==> config.mk <==
export PLATFORM = sky130hd
export DESIGN_NAME = mul_share_arbiter
export DESIGN_NICKNAME = d
export VERILOG_FILES = /design/src/rtl/mul_share_arbiter.sv
export SDC_FILE = /design/constraint.sdc
export NUM_CORES = 1
export LEC_CHECK = 0
export CORE_AREA = 2 2 131 133
export DETAILED_ROUTE_END_ITERATION = 8
export DIE_AREA = 0 0 133 135
export PLACE_DENSITY = 0.75
export SLEW_MARGIN = 10
export SYNTH_ARGS = -nofsm -noshare
export SYNTH_HDL_FRONTEND = slang
export SYNTH_SLANG_ARGS = --single-unit
==> constraint.sdc <==
create_clock -name clk -period 1.9 [get_ports clk]
set_clock_uncertainty 0.05 [all_clocks]
set_input_delay 0.38 -clock clk [delete_from_list [all_inputs] [get_ports clk]]
set_output_delay 0.38 -clock clk [all_outputs]
set_load 0.01 [all_outputs]
==> src/rtl/mul_share_arbiter.sv <==
// Two-requester front end for one shared sequential multiplier: round-robin grant,
// one job in flight, a bounded wait for completion and a one-cycle response pulse.
module mul_share_arbiter #(
    parameter int WIDTH   = 32,
    parameter int TIMEOUT = 64
) (
    input  logic                 clk,
    input  logic                 rst,

    input  logic                 req0_valid,
    output logic                 req0_ready,
    input  logic [WIDTH-1:0]     req0_a,
    input  logic [WIDTH-1:0]     req0_b,

    input  logic                 req1_valid,
    output logic                 req1_ready,
    input  logic [WIDTH-1:0]     req1_a,
    input  logic [WIDTH-1:0]     req1_b,

    output logic                 rsp0_valid,
    output logic                 rsp1_valid,
    output logic [2*WIDTH-1:0]   rsp_product,
    output logic                 rsp_err,

    output logic                 mul_start,
    output logic [WIDTH-1:0]     mul_multiplicand,
    output logic [WIDTH-1:0]     mul_multiplier,
    input  logic [2*WIDTH-1:0]   mul_product,
    input  logic                 mul_done,

    output logic                 busy
);

    localparam int CNT_W = (TIMEOUT > 1) ? $clog2(TIMEOUT) : 1;

    typedef enum logic [1:0] {
        S_IDLE  = 2'd0,
        S_ISSUE = 2'd1,
        S_WAIT  = 2'd2,
        S_RESP  = 2'd3
    } state_t;

    state_t               state_q,   state_d;
    logic                 rr_ptr_q,  rr_ptr_d;
    logic                 owner_q,   owner_d;
    logic [WIDTH-1:0]     opa_q,     opa_d;
    logic [WIDTH-1:0]     opb_q,     opb_d;
    logic [CNT_W-1:0]     cnt_q,     cnt_d;
    logic [2*WIDTH-1:0]   product_q, product_d;
    logic                 err_q,     err_d;

    logic                 grant0;
    logic                 grant1;

    // A lone requester always wins; on contention rr_ptr picks, so grants never overlap.
    assign grant0 = req0_valid && (!req1_valid || (rr_ptr_q == 1'b0));
    assign grant1 = req1_valid && (!req0_valid || (rr_ptr_q == 1'b1));

    always_comb begin
        state_d    = state_q;
        rr_ptr_d   = rr_ptr_q;
        owner_d    = owner_q;
        opa_d      = opa_q;
        opb_d      = opb_q;
        cnt_d      = cnt_q;
        product_d  = product_q;
        err_d      = err_q;
        req0_ready = 1'b0;
        req1_ready = 1'b0;
        mul_start  = 1'b0;
        rsp0_valid = 1'b0;
        rsp1_valid = 1'b0;

        case (state_q)
            S_IDLE: begin
                // Ready is gated by reset so every output reads 0 while reset is held.
                req0_ready = rst && grant0;
                req1_ready = rst && grant1;
                if (grant0) begin
                    opa_d    = req0_a;
                    opb_d    = req0_b;
                    owner_d  = 1'b0;
                    rr_ptr_d = 1'b1;
                    state_d  = S_ISSUE;
                end else if (grant1) begin
                    opa_d    = req1_a;
                    opb_d    = req1_b;
                    owner_d  = 1'b1;
                    rr_ptr_d = 1'b0;
                    state_d  = S_ISSUE;
                end
            end

            S_ISSUE: begin
                mul_start = 1'b1;
                cnt_d     = '0;
                state_d   = S_WAIT;
            end

            S_WAIT: begin
                cnt_d = cnt_q + 1'b1;
                // Completion wins over a timeout landing in the same cycle.
                if (mul_done) begin
                    product_d = mul_product;
                    err_d     = 1'b0;
                    state_d   = S_RESP;
                end else if (cnt_q == CNT_W'(TIMEOUT - 1)) begin
                    product_d = '0;
                    err_d     = 1'b1;
                    state_d   = S_RESP;
                end
            end

            S_RESP: begin
                rsp0_valid = (owner_q == 1'b0);
                rsp1_valid = (owner_q == 1'b1);
                state_d    = S_IDLE;
            end

            default: begin
                state_d = S_IDLE;
            end
        endcase
    end

    always_ff @(posedge clk or negedge rst) begin
        if (!rst) begin
            state_q   <= S_IDLE;
            rr_ptr_q  <= 1'b0;
            owner_q   <= 1'b0;
            opa_q     <= '0;
            opb_q     <= '0;
            cnt_q     <= '0;
            product_q <= '0;
            err_q     <= 1'b0;
        end else begin
            state_q   <= state_d;
            rr_ptr_q  <= rr_ptr_d;
            owner_q   <= owner_d;
            opa_q     <= opa_d;
            opb_q     <= opb_d;
            cnt_q     <= cnt_d;
            product_q <= product_d;
            err_q     <= err_d;
        end
    end

    assign mul_multiplicand = opa_q;
    assign mul_multiplier   = opb_q;
    assign rsp_product      = product_q;
    assign rsp_err          = err_q;
    assign busy             = (state_q != S_IDLE);

endmodule

==> results of run 1 <==
==> layout by cell type (no fill, tap or decap), drive strengths merged <==
| master | count |
|---|---|
| a31oi | 1 |
| o21ai | 70 |
| nor2 | 6 |
| and2 | 3 |
| o21bai | 1 |
| nor3 | 1 |
| diode | 2 |
| nand4 | 2 |
| xor2 | 1 |
| mux2i | 1 |
| clkinvlp | 2 |
| dlygate4sd3 | 1 |
| clkbuf | 19 |
| nor2b | 2 |
| nand2 | 138 |
| a21o | 1 |
| dfrtp | 139 |
| clkdlybuf4s15 | 1 |
| clkinv | 6 |
| o22a | 1 |
| a222oi | 64 |
| or3 | 1 |
| clkdlybuf4s50 | 324 |
| a32o | 1 |
| bufinv | 2 |
| ha | 5 |
| a21oi | 3 |
| inv | 75 |
| mux2 | 1 |
| nand3 | 3 |
| buf | 33 |
==> kinds of logic after synthesis <==
group,Yosys count
xor+xnor,1
fa+ha+maj,5
mux,2
compound gates,142
simple gates,156
flops,139
buf+inv,114
==> state kept, by name (all words and copies together), names as in the netlist <==
| signal | count |
|---|---|
| mul_multiplier | 32 |
| state_q | 2 |
| cnt_q | 6 |
| rsp_err | 1 |
| mul_multiplicand | 32 |
| owner_q | 1 |
| rsp_product | 64 |
| rr_ptr_q | 1 |
==> critical path: cells and delay by family (launching register included) <==
kind	cells	cell delay, ns
AOI/OAI and AO/OA	1	0.14
buffers and inverters	2	0.17
and+or+nand+nor	2	0.23
adders and majority gates	1	0.16
DFF	1	0.39
==> cells in the mapped netlist (2+ instances only) <==
master    count
nand4_1       2
nand3_1       3
a222oi_1     64
nand2_1     136
o21ai_0      37
buf_4         7
buf_2        19
nor2_1        6
inv_1        71
dfrtp_1     139
o21ai_1      32
nand2_2       2
buf_1         3
buf_6         9
nor2b_1       2
and2_1        3
clkbuf_1      4
a21oi_2       2
ha_1          5
==> layout make-up <==
class / instances / area [sq um]
fillers: 1400 / 6370
well taps: 220 / 275
diodes: 2 / 5.00
multi-input cells: 306 / 1840
clock inverters: 13 / 143
inverters: 72 / 270
flip-flops and latches: 139 / 3480
repair buffers: 359 / 3580
clock buffers: 19 / 443
==> path summary, 6_finish.rpt <==
path / startpoint / endpoint / slack [ns] / cells past startpoint
max in group asynchronous: rst / mul_multiplicand[18]$_DFFE_PN0P_ / 0.67 / 3
worst min-delay path: mul_multiplicand[20]$_DFFE_PN0P_ / mul_multiplicand[20]$_DFFE_PN0P_ / 0.44 / 2
min in group asynchronous: rst / mul_multiplicand[9]$_DFFE_PN0P_ / 0.55 / 3
worst max register to register: state_q[1]$_DFFE_PN0P_ / mul_multiplicand[31]$_DFFE_PN0P_ / 0.01 / 7
worst min register to register: mul_multiplicand[20]$_DFFE_PN0P_ / mul_multiplicand[20]$_DFFE_PN0P_ / 0.44 / 2
worst max-delay path: state_q[1]$_DFFE_PN0P_ / req1_ready / -0.03 / 6
==> stage by stage <==
stage | TNS [ns] | hold WS, ns
2_1_floorplan | 0 | 0.0344
3_3_place_gp | -20.58 | 0.421
3_5_place_dp | -23.03 | 0.426
4_1_cts | -0.108 | 0.424
5_1_grt | -3.81 | 0.450
6_report | -0.0470 | 0.437
==> timing repair <==
action | CTS | global route
hold buffers | 1 | 0
cloned | 0 | 0
setup buffers | 3 | 0
resized for setup | 34 | 5
pin swaps | 0 | 2
endpoints found under the hold margin | 44 | 0
endpoints found under the setup margin | 70 | 76
==> power groups by stage <==
stage | Sequential (mW) | Clock, mW | Combinational (mW)
after floorplan | 5.66 | 0 | 2.48
after global placement | 5.03 | 0 | 6.95
after detailed placement | 5.09 | 0 | 7.08
after CTS | 5.06 | 3.39 | 7.20
after global routing | 5.23 | 3.50 | 7.76
final | 5.07 | 3.30 | 7.13
==> routing by layer <==
metal | global-route usage | up-vias
met1 | 0.257 | 2699
met3 | 0.0800 | 30
met4 | 0.0944 | 2
met2 | 0.377 | 254
li1 | - | 2615
met5 | 0 | -
==> results.toml, run 1 <==
[die]
initial_utilization = 0.353
row_count = 47
ios = 332
dieArea_sq_um = 18000
core_area_sq_um = 16400
fp.dieH_um = 135
die_x_um = 133

[sta]
rsz0062_at_grt = "true"
worst_pin_slew_ns = 0.723
fin_ws_ns = -0.0328
period_needed_ns = 1.93
max_freq_mhz = 517
final.period_utilization = 1.02
drv_slew = 0
relSlewSlack = 0.518
report.final.setup_viol = 2
hold_violations = 0

[worst_setup_path]
crit_type = "register to output port"
path_cells = "inv_2 -> ha_4 -> nand2_2 -> a21oi_4 -> and2_4 -> buf_6"
crit_arrival_ns = 1.50
crit_slowest_cell = "dfrtp_1"
cp.required_ns = 1.47
start_kind = "register"
endpoint_kind = "output port"
cpPeakStageDelay_ns = 0.39
crit_path_max_fanout = 3

[clock_network]
htree_levels = 4
cts.clk_slew.worst_paths_ns = 0.06
cts_buffers = 17
cts_tree = "done"
cts_max_path_buffers = 2
clock-sinks = 139
cts_root_buffer = "clkbuf_16"
clk_latency_ns = 0.41

[logic_synthesis]
ys_types = 32
syn_inst = 559
yosys_warnings = 0
synth_area_per_cell_sq_um = 10.4
async_reset_ff_frac = 1.00
synth_xor_area_frac = 0.00151
synth_fa_ha_area_frac = 0.0108
ys_seq_area_frac = 0.601
synth_edf_count = 0
syn_area_sq_um = 5790
synthFlopType = "dfrtp_1"
yosys-mux-area-fraction = 0.00367
synth_top_family_by_area = "compound AO/OA/AOI/OAI gates"
synth.area.top_cells = "dfrtp_1 (60%), a222oi_1 (11%), nand2_1 (8.8%)"
synth-compound-area-share = 0.183
yosys.area.top_type = "dfrtp_1"
synth-simple-area-share = 0.106
syn-num-nets = 761
synth_seq_cells = 139
yosysTopAreaCellShare = 0.601

[route]
detail-route-antenna-nets = 0
drt_iter0_markers = 446
num_vias = 5600
routed_via_density = 4.96
wl_met1_mm = 7.75
wl_met3_mm = 1.86
wire_per_inst_um = 17.9
wl_met2_mm = 10.1
drc = 0
top_layer = "met5"
first_pass_iters = 6
drt-total-wl_mm = 20.2

[worst_hold_path]
holdCritPathClass = "register to register"

[power]
ir_drop_v = 0.000929
pwr-share-comb = 0.460
p_switching_mw = 5.31
p_total_mw = 15.5
switching_share = 0.343
power.density_nw_per_um2 = 1540
p_clk_frac = 0.213
p_leak_nw = 4.59
p_int_mw = 10.2
pwr-share-seq = 0.327

[outcome]
status = "finished with violations"
violations = "setup timing"

[layout]
final_util = 0.612
area_growth_pct = 73.4
stdcell_area_sq_um = 10000
layout.cells.non_filler = 1130
fin_nets = 1097
layout-drive-gt1-share = 0.0903

[place]
post-place-ws_ns = -0.411
dpl.hpwl_mm = 14.4
io_buffers = 331
dp_cells = 1092
dpl-instance-area_sq_um = 9370
gp_congestion = 0.811

[global_routing]
antenna_found_initial = 3
grtUsageTotal = 0.223
grt_pass1_vias = 5576
grt_first_pass_wirelength_mm = 31.1
grt_max_degree = 87
overflow = 0

[run]
maxCapViolations = 0
Power figures use the tool's default switching activity.
==> run 2: changes to the inputs <==
Settings changed: CORE_AREA 2 2 131 133 to default, CORE_ASPECT_RATIO from default to 2, CORE_MARGIN from default to 5, CORE_UTILIZATION from default to 38, DIE_AREA 0 0 133 135 to default, PLACE_DENSITY 0.75 to 0.8.
==> run 2 against run 1 <==
The run still ends with setup timing left. Critical path type unchanged. Maximum frequency fell by 3.5%. Largest cell class unchanged. Highest routed layer unchanged. Non-clock buffer count grew 9. Design area rose by 2.0%. Cell count shrank 1.3%. Power grew 4.0%. Wire length up 1.7%. Register-to-register slack better by 0.08 ns. Clock-buffer cell count fell by 1.
==> results.toml, run 2 (synthesis gave the netlist of run 1 again) <==
[die]
dieArea_sq_um = 18000
row_count = 64
ios = 332
initial_utilization = 0.383
fp.dieH_um = 185
core_area_sq_um = 15100
die_x_um = 97.3

[worst_setup_path]
cp.required_ns = 1.47
crit_slowest_cell = "dfrtp_1"
endpoint_kind = "output port"
crit_arrival_ns = 1.57
crit_type = "register to output port"
path_buf_inv = 3
path_common_cell = "buf_6"
crit_family = "flip-flops"
start_kind = "register"
path_cells = "inv_2 -> ha_4 -> buf_6 -> nand2_4 -> a21oi_4 -> and2_4 -> buf_6"
crit_path_max_fanout = 3
regToRegSetupSlack_ns = 0.09
cpPeakStageDelay_ns = 0.38

[layout]
layout.cells.non_filler = 1115
diodes = 0
final_cell_mix = "clkdlybuf4s50_1 (324), dfrtp_1 (139), nand2_1 (135)"
layout_commonest_cell = "clkdlybuf4s50_1"
final_util = 0.676
largest_register_ffs = 64
stdcell_area_sq_um = 10200
fin_nets = 1106
area_growth_pct = 76.8
layout-drive-gt1-share = 0.104

[sta]
period_needed_ns = 2.00
drv_slew = 0
final.period_utilization = 1.05
max_freq_mhz = 499
fin_ws_ns = -0.104
rsz0062_at_grt = "true"
hold_violations = 0
setup_tns_ns = -0.145
worst_pin_slew_ns = 0.678
relSlewSlack = 0.548
report.final.setup_viol = 2

[route]
first_pass_iters = 8
routed_via_density = 5.19
drt-total-wl_mm = 20.6
drc = 0
wire_per_inst_um = 18.4
detail-route-antenna-nets = 0
drt_iter0_markers = 377
num_vias = 5786

[place]
dp_cells = 1072
dpl-instance-area_sq_um = 9420
gp_congestion = 0.883
io_buffers = 331
dpl.hpwl_mm = 14.6

[clock_network]
cts_tree = "done"
cts_root_buffer = "clkbuf_16"
clk_latency_ns = 0.42
cts.clk_slew.worst_paths_ns = 0.06
cts_buffers = 17
clock-sinks = 139
htree_levels = 4
cts_max_path_buffers = 2

[worst_hold_path]
holdCritPathClass = "input port to async pin"

[global_routing]
grtUsageTotal = 0.222
overflow = 0
grt_pass1_vias = 6109
met2_usage = 0.368
grtUsageMet1 = 0.251
met3_usage = 0.0951
antenna_found_initial = 1
grt-busiest-layer = "met2"
grt_first_pass_wirelength_mm = 31.7
grt_max_degree = 122

[power]
p_total_mw = 16.1
p_leak_nw = 4.70
ir_drop_v = 0.000827
power.density_nw_per_um2 = 1570

[outcome]
status = "finished with violations"
violations = "setup timing"

[run]
maxCapViolations = 0
-- run 2: stage by stage --
step / setup WS, ns / hold slack, ns
2_1_floorplan: 0.0554 / 0.0344
6_report: -0.104 / 0.362
3_5_place_dp: -0.376 / 0.125
5_1_grt: -0.163 / 0.338
4_1_cts: -0.149 / 0.339
3_3_place_gp: -0.383 / 0.125
-- run 2: what timing repair did --
| action | CTS | global route |
|---|---|---|
| hold endpoints to repair | 18 | 0 |
| setup endpoints to repair | 70 | 85 |
| gates resized for setup | 33 | 19 |
| pin swaps | 2 | 8 |
| setup buffers | 3 | 8 |
| hold buffers | 1 | 0 |
| cloned | 0 | 1 |
-- run 2: layer usage --
metal / part of all wire / routed length (um)
met1: 0.37 / 7590
met2: 0.49 / 10000
met3: 0.12 / 2390
met4: 0.027 / 546
met5: 0.00097 / 20
-- run 2: cell type report --
| type | instances | area [sq um] |
|---|---|---|
| multi-input combinational | 306 | 1870 |
| timing repair buffer | 368 | 3740 |
| fill | 1103 | 4900 |
| clock inverter | 14 | 183 |
| sequential | 139 | 3480 |
| inverter | 72 | 270 |
| tap | 198 | 248 |
| clock buffer | 18 | 439 |
-- run 2: worst paths after layout --
| check | from | to | cells after the start |
|---|---|---|---|
| worst max-delay path | state_q[0]$_DFFE_PN0P_ | req1_ready | 7 |
| worst max register to register | state_q[1]$_DFFE_PN0P_ | mul_multiplicand[24]$_DFFE_PN0P_ | 9 |
| min in group clk | mul_multiplicand[26]$_DFFE_PN0P_ | mul_multiplicand[26]$_DFFE_PN0P_ | 2 |
| worst min-delay path | rst | mul_multiplier[13]$_DFFE_PN0P_ | 2 |
| max in group asynchronous | rst | mul_multiplicand[18]$_DFFE_PN0P_ | 3 |
| worst min register to register | mul_multiplicand[26]$_DFFE_PN0P_ | mul_multiplicand[26]$_DFFE_PN0P_ | 2 |
-- run 2: power by group --
part	internal, mW	switching [mW]
clock	2.13	1.34
combinational	4.15	3.40
sequential	4.32	0.769
total	10.6	5.51
==> run 3: changes to the inputs <==
Settings changed: CAP_MARGIN from default to 10, CORE_AREA from default to 2 2 131 133, CORE_ASPECT_RATIO 2 to default, CORE_MARGIN 5 to default, CORE_UTILIZATION 38 to default, DIE_AREA from default to 0 0 133 135, PLACE_DENSITY 0.8 to 0.75, SETUP_SLACK_MARGIN from default to 0.5.
==> run 3 against run 2 <==
The run still ends with setup timing left. Clock-buffer cell count up 2. Die area about the same. Critical endpoint unchanged. Global-route usage down 0.081 points. Utilization down 3.1 points. First-iteration DRC count up 35%. Critical path depth down 1. Largest cell class unchanged. Largest power group unchanged. Flip-flop and latch count unchanged.
==> results.toml, run 3 (synthesis gave the netlist of run 1 again) <==
[outcome]
status = "finished with violations"
violations = "setup timing"

[sta]
final.period_utilization = 1.01
fin_ws_ns = -0.0120
relSlewSlack = 0.485
rsz0062_at_grt = "true"
setup_tns_ns = -0.0120
hold_violations = 0
worst_pin_slew_ns = 0.773
period_needed_ns = 1.91
drv_slew = 0
report.final.setup_viol = 1
max_freq_mhz = 523
hold_ws_ns = 0.0139

[die]
ios = 332
dieArea_sq_um = 18000
row_count = 47
die_x_um = 133
initial_utilization = 0.353
core_area_sq_um = 16400
fp.dieH_um = 135

[worst_setup_path]
endpoint_kind = "output port"
start_kind = "register"
timing.rr.end = "rsp_err$_DFFE_PN0P_"
path_cells = "inv_2 -> ha_4 -> nand2_2 -> a21oi_4 -> and2_4 -> buf_6"
cp.required_ns = 1.47
reg2reg_from = "state_q[0]$_DFFE_PN0P_"
r2r_cells = 10
crit_slowest_cell = "dfrtp_1"
crit_arrival_ns = 1.48
crit_type = "register to output port"
crit_cells = 6
regToRegSetupSlack_ns = 0.12
crit_path_max_fanout = 3
cpPeakStageDelay_ns = 0.38
path_buf_inv = 2
crit_family = "flip-flops"

[layout]
final_cell_mix = "clkdlybuf4s50_1 (195), dfrtp_1 (139), nand2_1 (132)"
fillers = 1257
layout-drive-gt1-share = 0.320
multi_input_area_sq_um = 2030
layout.cells.non_filler = 1186
area_growth_pct = 82.8
seq_area_sq_um = 3480
largest_register_ffs = 64
diodes = 0
final_util = 0.645
layout_commonest_cell = "clkdlybuf4s50_1"
fin_nets = 1155

[power]
p_switching_mw = 6.00
pwr-share-comb = 0.471
p_int_mw = 10.3
pwr-share-seq = 0.315
ir_drop_v = 0.000821
p_clk_frac = 0.214
power.density_nw_per_um2 = 1540
switching_share = 0.369
p_leak_nw = 5.23

[clock_network]
clk_latency_ns = 0.41
clock-sinks = 139
cts_buffers = 17
cts_tree = "done"
cts_root_buffer = "clkbuf_16"
cts.clk_slew.worst_paths_ns = 0.06
htree_levels = 4
cts_max_path_buffers = 2

[global_routing]
overflow = 0
grt_first_pass_wirelength_mm = 30.9
grt_pass1_vias = 5830
grtUsageTotal = 0.221
grt_max_degree = 135
antenna_found_initial = 0

[place]
post-place-ws_ns = -0.336
gp_congestion = 0.836
dpl.hpwl_mm = 14.2
io_buffers = 331
dp_cells = 1099

[route]
drt_iter0_markers = 509
wire_per_inst_um = 20.3
drt-total-wl_mm = 24.0
drc = 0
detail-route-antenna-nets = 0
num_vias = 6139
routed_via_density = 5.18
first_pass_iters = 8

[worst_hold_path]
holdCritPathClass = "input port to async pin"

[run]
maxCapViolations = 0
## run 3: per-stage QoR
stage	power, mW	cell area [sq um]
after floorplan	8.27	5860
after global placement	12.1	9470
after detailed placement	12.3	9470
after CTS	15.1	9720
after global routing	17.2	10600
final	16.3	10600
## run 3: per-layer routing
| layer | GRT usage | wire (um) | share of wire |
|---|---|---|---|
| met5 | 0 | 0 | 0 |
| met3 | 0.0818 | 2290 | 0.095 |
| met1 | 0.257 | 8830 | 0.37 |
| met2 | 0.379 | 12300 | 0.51 |
| met4 | 0.0735 | 633 | 0.026 |
## run 3: final cells by class
| cell class | instances | share of cell area |
|---|---|---|
| Clock buffer | 20 | 0.0422 |
| Clock inverter | 12 | 0.0152 |
| Inverter | 72 | 0.0258 |
| Multi-Input combinational cell | 306 | 0.192 |
| Sequential cell | 139 | 0.329 |
| Tap cell | 220 | 0.0260 |
| Timing Repair Buffer | 417 | 0.370 |
## run 3: worst max-delay path by stage
stage | from | to | slack [ns]
3_3_place_gp | req0_valid | req1_ready | -0.31
5_1_grt | state_q[1]$_DFFE_PN0P_ | req1_ready | -0.08
2_1_floorplan | state_q[0]$_DFFE_PN0P_ | state_q[1]$_DFFE_PN0P_ | 0.22
6_report | state_q[1]$_DFFE_PN0P_ | req1_ready | -0.01
3_5_place_dp | req0_valid | req1_ready | -0.34
4_1_cts | state_q[0]$_DFFE_PN0P_ | req0_ready | -0.008
## run 3: repair_timing
action	4_1_cts	5_1_grt
cloned	0	20
setup buffers	8	26
hold endpoints to repair	5	5
setup endpoints to repair	269	250
pin swaps	2	21
resized for setup	430	199
## run 3: power by group through the flow
stage	clock network, mW	logic [mW]	registers (mW)
6_report	3.47	7.66	5.13
5_1_grt	3.66	8.27	5.27
2_1_floorplan	0	2.61	5.66
3_3_place_gp	0	7.04	5.04
4_1_cts	3.52	6.49	5.05
3_5_place_dp	0	7.16	5.10
## run 3: worst register-to-register path, cell delays in order, from the launching register on
cell	delay, ns
dfrtp_1	0.38
inv_2	0.08
buf_4	0.10
buf_6	0.08
ha_4	0.16
nand4_1	0.15
nor2_4	0.23
buf_12	0.18
clkbuf_16	0.17
nor2_1	0.05
nor2_1	0.07
